### src/rtl/mx_pkg.sv
// Shared constants, bf16 element layout and FSM state type for the MX block aligner.
package mx_pkg;

    localparam int BF16_EXP_W    = 8;
    localparam int BF16_MAN_W    = 7;
    localparam int MX_ELEM_W     = 8;
    localparam int MX_BLOCK_SIZE = 32;
    localparam logic [BF16_EXP_W-1:0] MX_NAN_EXP = 8'hFF;

    typedef struct packed {
        logic                  s;
        logic [BF16_EXP_W-1:0] e;
        logic [BF16_MAN_W-1:0] m;
    } bf16_t;

    typedef enum logic {
        FILL  = 1'b0,
        DRAIN = 1'b1
    } state_t;

endpackage

### src/rtl/mx_elem_aligner.sv
// Combinational bf16 -> MXINT8 element alignment against the block's shared exponent.
// MX_ALIGN_ROUND_EN selects round-to-nearest (ties away) with saturation; default truncates.
module mx_elem_aligner
    import mx_pkg::*;
(
    input  logic                  s,
    input  logic [BF16_EXP_W-1:0] e,
    input  logic [BF16_MAN_W-1:0] m,
    input  logic [BF16_EXP_W-1:0] max_e,
    input  logic                  nan_flag,
    output logic [MX_ELEM_W-1:0]  elem
);

    logic [7:0] full;
    logic [7:0] shift;
    logic [7:0] mag_t;
    logic [7:0] mag;
    logic       rnd;

    always_comb begin
        full  = {1'b1, m};
        shift = max_e - e;
        mag_t = '0;
        rnd   = 1'b0;
        if (shift < 8'd7) begin
            mag_t = full >> (shift + 8'd1);
        end
`ifdef MX_ALIGN_ROUND_EN
        // The round bit is the first bit dropped by the (shift+1) right shift.
        if (shift <= 8'd7) begin
            rnd = full[shift[2:0]];
        end
        mag = mag_t + {7'd0, rnd};
        if (mag > 8'd127) begin
            mag = 8'd127;
        end
`else
        mag = mag_t;
`endif
        elem = '0;
        if (!nan_flag && e != '0) begin
            elem = s ? (8'd0 - mag) : mag;
        end
    end

endmodule

### src/rtl/mx_block_aligner.sv
// Buffers BLOCK_SIZE bf16 elements, then drains them as one MXINT8 block sharing the max exponent.
// Rounding behaviour of the element path is selected by MX_ALIGN_ROUND_EN (see mx_elem_aligner).
module mx_block_aligner
    import mx_pkg::*;
#(
    parameter int BLOCK_SIZE = MX_BLOCK_SIZE
) (
    input  logic                  clk,
    input  logic                  rst_n,
    input  logic                  in_valid,
    output logic                  in_ready,
    input  logic                  in_s,
    input  logic [BF16_EXP_W-1:0] in_e,
    input  logic [BF16_MAN_W-1:0] in_m,
    output logic                  out_valid,
    input  logic                  out_ready,
    output logic [7:0]            out_scale,
    output logic [MX_ELEM_W-1:0]  out_elem,
    output logic                  out_last
);

    localparam int IW = (BLOCK_SIZE > 1) ? $clog2(BLOCK_SIZE) : 1;
    localparam logic [IW-1:0] LAST_IDX = IW'(BLOCK_SIZE - 1);

    state_t                  state, state_nxt;
    bf16_t                   mem [BLOCK_SIZE];
    logic [IW-1:0]           wr_idx, rd_idx;
    logic [BF16_EXP_W-1:0]   max_e;
    logic                    nan_flag;
    logic                    in_fire, out_fire;
    bf16_t                   rd_ent;
    logic [MX_ELEM_W-1:0]    aligned;

    always_ff @(posedge clk) begin
        if (!rst_n) state <= FILL;
        else        state <= state_nxt;
    end

    // Handshake outputs are gated by rst_n so nothing is offered while reset is held.
    always_comb begin
        state_nxt = state;
        in_ready  = 1'b0;
        out_valid = 1'b0;
        out_last  = 1'b0;
        case (state)
            FILL: begin
                in_ready = rst_n;
                if (rst_n && in_valid && wr_idx == LAST_IDX) state_nxt = DRAIN;
            end
            DRAIN: begin
                out_valid = rst_n;
                out_last  = rst_n && (rd_idx == LAST_IDX);
                if (rst_n && out_ready && rd_idx == LAST_IDX) state_nxt = FILL;
            end
            default: state_nxt = FILL;
        endcase
    end

    assign in_fire  = in_valid & in_ready;
    assign out_fire = out_valid & out_ready;

    always_ff @(posedge clk) begin
        if (!rst_n) begin
            wr_idx   <= '0;
            rd_idx   <= '0;
            max_e    <= '0;
            nan_flag <= 1'b0;
        end else begin
            if (in_fire) begin
                wr_idx <= wr_idx + 1'b1;
                if (in_e != '0 && in_e > max_e) max_e <= in_e;
                if (in_e == MX_NAN_EXP) nan_flag <= 1'b1;
            end
            if (out_fire) begin
                if (rd_idx == LAST_IDX) begin
                    wr_idx   <= '0;
                    rd_idx   <= '0;
                    max_e    <= '0;
                    nan_flag <= 1'b0;
                end else begin
                    rd_idx <= rd_idx + 1'b1;
                end
            end
        end
    end

    always_ff @(posedge clk) begin
        if (in_fire) mem[wr_idx] <= '{s: in_s, e: in_e, m: in_m};
    end

    assign rd_ent = mem[rd_idx];

    mx_elem_aligner u_align (
        .s        (rd_ent.s),
        .e        (rd_ent.e),
        .m        (rd_ent.m),
        .max_e    (max_e),
        .nan_flag (nan_flag),
        .elem     (aligned)
    );

    assign out_elem  = out_valid ? aligned : '0;
    assign out_scale = nan_flag ? MX_NAN_EXP : max_e;

endmodule
### config.mk
export PLATFORM = sky130hd
export DESIGN_NAME = mx_block_aligner
export DESIGN_NICKNAME = d
export VERILOG_FILES = /design/src/rtl/mx_pkg.sv /design/src/rtl/mx_elem_aligner.sv /design/src/rtl/mx_block_aligner.sv
export SDC_FILE = /design/constraint.sdc
export NUM_CORES = 1
export LEC_CHECK = 0
export CORE_MARGIN = 2
export CORE_UTILIZATION = 25
export DETAILED_ROUTE_END_ITERATION = 16
export HOLD_SLACK_MARGIN = 0.03
export PLACE_DENSITY = 0.49
export SYNTH_ARGS = -nofsm -noshare
export SYNTH_HDL_FRONTEND = slang
export SYNTH_SLANG_ARGS = --single-unit
### constraint.sdc
create_clock -name clk -period 8.7 [get_ports clk]
set_input_delay 2.61 -clock clk [delete_from_list [all_inputs] [get_ports clk]]
set_output_delay 2.61 -clock clk [all_outputs]
set_load 0.1 [all_outputs]
==> impl_metrics.py <==
metrics = {
    "run_status": {
        "outcome": "finished, final reports clean",
    },
    "timing": {
        "fin_tns_setup_ns": 0,
        "holdWs_ns": 0.4781,
        "finalCriticalPeriod_ns": 8.377,
        "fmax_mhz": 119.4,
        "worstMarginPinSlew_ns": 1.275,
        "final-setup-viol-count": 0,
        "hold_viol": 0,
        "period_share_pct": 96.29,
        "finClkSkew_ns": 0.01061,
        "slew_violations": 0,
        "rsz0062_at_grt": "no",
        "relSlewSlack_pct": 14.72,
    },
    "critical_path": {
        "startpoint_type": "flop",
        "arrival_ns": 5.77,
        "critPathRequiredTime_ns": 6.09,
        "slowest_delay_ns": 0.55,
        "rrSetupSlack_ns": 6.13,
        "r2r_end": "mem[23][4]$_DFFE_PP_",
        "r2r-start": "state$_SDFF_PN0_",
        "end_kind": "output pin",
        "critPathKind": "reg2out",
        "worstPathCellList": "mux4_2 > mux2i_1 > o22ai_1 > or3_1 > ha_1 > inv_1 > fa_1 > ha_1 > inv_2 > o311ai_0 > a21oi_1 > o32ai_2 > nand2_1 > ha_1 > a41oi_1 > xor2_1 > nor2_2 > buf_12",
        "cpMostUsedCell": "ha_1",
        "slowest_stage": "o311ai_0",
        "r2r_cells": 5,
        "worst-path-buf-inv": 3,
        "cp_top_family": "compound AO/OA/AOI/OAI gates",
        "crit_path_max_fanout": 12,
    },
    "routing": {
        "viasPerCell": 4.571,
        "drc": 0,
        "dr_total_vias": 11610,
        "dr.pass1.iters": 5,
        "drt_iter0_markers": 778,
        "antenna_left": 0,
        "wl_um": 56670,
        "avgRoutedWirePerCell_um": 22.32,
    },
    "placed_design": {
        "gp_congestion": 0.7530,
        "portBuffers": 38,
        "dpl_cell_area_sq_mm": 0.02432,
        "hpwl_um": 34800,
    },
    "die": {
        "initial_core_util_pct": 25.16,
        "die-area_sq_mm": 0.09106,
        "num_rows": 109,
        "core-area_sq_mm": 0.08810,
        "die_x_um": 301.8,
        "io_pins": 39,
        "die_h_um": 301.8,
    },
    "power_and_ir_drop": {
        "switching_power_uw": 1105,
        "leakage_uw": 0.007947,
        "p_per_area_mw_per_mm2": 203.7,
        "swShare_pct": 20.73,
        "seqPwrFrac_pct": 53.3,
        "clockPowerShare_pct": 42.5,
        "finalPower_uw": 5332,
        "pwr-share-comb_pct": 4.2,
        "internal_power_uw": 4227,
        "irDropWorstVdd_mv": 0.09286,
    },
    "grt": {
        "antenna_found_initial": 5,
        "grt_pass1_vias": 11710,
        "grt_max_degree": 48,
        "grt_pass1_wl_um": 82500,
        "grt_overflow": 0,
        "grtUsageTotal_pct": 12.45,
    },
    "final_layout": {
        "final_cell_mix": "edfxtp_1, mux2i_1, mux4_2, buf_4, nor2_1",
        "syn2layout_area_growth_pct": 18.11,
        "post-route-cell-area_sq_mm": 0.02618,
        "drive_above_1_share_pct": 23.87,
        "n_antenna_cell": 0,
        "nets": 1378,
        "final_common_cell": "edfxtp_1",
    },
    "yosys": {
        "seq_area_frac_synth_pct": 71.62,
        "synth.avg_cell_area_sq_um": 17.96,
        "synth_nets": 1280,
        "synthCells": 1234,
        "synth_flop_cell": "edfxtp_1",
        "async_flop_share_pct": 0,
        "syn-cell-area_sq_mm": 0.02217,
        "synth_edf_count": 512,
        "synth_cell_types": 74,
        "yosysWarningCount": 0,
        "synth_seq_cells": 537,
    },
    "clock_network": {
        "cts_buffers": 52,
        "path_clk_slew_ns": 0.07,
        "clkLatencyLatePin_ns": 0.59,
        "cts.sinks": 537,
        "ctsHoldBuffers": 0,
        "cts_tree": "done",
        "htree_levels": 2,
        "clockBufferDepth": 3,
        "cts_root_buf": "clkbuf_16",
    },
    "job": {
        "maxCapViolations": 0,
    },
    "min_path": {
        "hold_end": "nan_flag$_SDFF_PN0_",
        "hold_start": "nan_flag$_SDFF_PN0_",
        "holdPathStages": 2,
        "hold_path_class": "reg2reg",
    },
}
[through the flow]
stage	cells	setup slack [ns]	utilization [%]
global placement	2432	0.3927	27.60
global route	2539	0.01014	29.72
floorplan	1234	0.08035	-
CTS	2535	0.01902	29.62
finish	2539	0.3225	29.72
detailed placement	2432	0.3907	27.60
[synthesized netlist by cell type, types with 6 or more instances]
library cell	instances	share of area, %
buf_2	11	0.25
o22ai_1	15	0.42
a22oi_1	22	0.75
a22o_1	7	0.28
mux2_2	22	1.1
o21ai_0	8	0.18
edfxtp_1	512	69
dfxtp_1	25	2.3
nor2_1	96	1.6
nor4_1	6	0.17
nand3_1	14	0.32
nor3_1	10	0.23
xor2_1	12	0.47
mux2i_1	95	4.3
clkbuf_1	20	0.34
buf_6	6	0.30
buf_4	10	0.34
buf_1	10	0.17
nand2_1	44	0.75
nor2b_1	10	0.28
a21oi_1	25	0.56
ha_1	25	1.4
mux4_2	93	9.4
o32ai_1	7	0.28
and3_1	6	0.17
or3_1	7	0.20
inv_1	18	0.30
[repair_timing]
action                                  4_1_cts  5_1_grt
pin swaps                                     1        2
setup buffers                                 7        4
endpoints found under the setup margin        7        7
resized for setup                             5       16
[area by class of cell]
class / instances / area (sq um)
flip-flops and latches: 537 / 15890
clock inverters: 33 / 329.1
repair buffers: 102 / 967.2
well taps: 1165 / 1458
inverters: 21 / 78.83
multi-input cells: 618 / 6096
fillers: 8742 / 61920
clock buffers: 63 / 1364
[sequential cells by signal, indices dropped and copies added (netlist names), named ones only]
name      flops
max_e         8
mem         512
nan_flag      1
rd_idx        5
state         1
wr_idx        5
[worst max path at each step]
stage | slack [ns] | cells past startpoint | end
global placement | 0.39 | 19 | out_elem[6]
finish | 0.32 | 18 | out_elem[6]
CTS | 0.02 | 19 | out_elem[6]
detailed placement | 0.39 | 19 | out_elem[6]
global route | 0.01 | 19 | out_elem[6]
floorplan | 0.08 | 24 | out_elem[1]
[power by group through the flow]
stage	Combinational, uW	Clock (uW)	Sequential, uW
after CTS	220	2320	2840
after global routing	246	2410	2840
after detailed placement	216	0	2900
after floorplan	119	0	2900
final	224	2270	2840
after global placement	211	0	2900
[worst reg2reg max path, cell delays in order (launching register included)]
cell     delay, ns
dfxtp_1       0.37
nor2b_1       0.16
and2_1        0.13
buf_4         0.20
nand2_1       0.42
nor2_4        0.89
[per-layer routing]
metal,global-route usage [%],vias up,share of wire (%)
met4,3.347,8,2.4
met1,16.95,6060,45
met5,0,-,0.065
li1,-,5158,-
met3,2.284,96,5.3
met2,20.42,285,48
[cells by family (layout without fill, tap and decap cells)]
group	Yosys count	after routing	synth area share [%]
muxes	210	210	14.86
and+or+nand+nor	228	228	4.900
xor gates and xnor gates	17	17	0.6717
AOI/OAI and AO/OA	137	137	4.623
DFF	537	537	71.62
buffers and inverters	79	219	1.823
adders and majority gates	26	26	1.502
No activity file was read; power rests on OpenSTA's default activity.
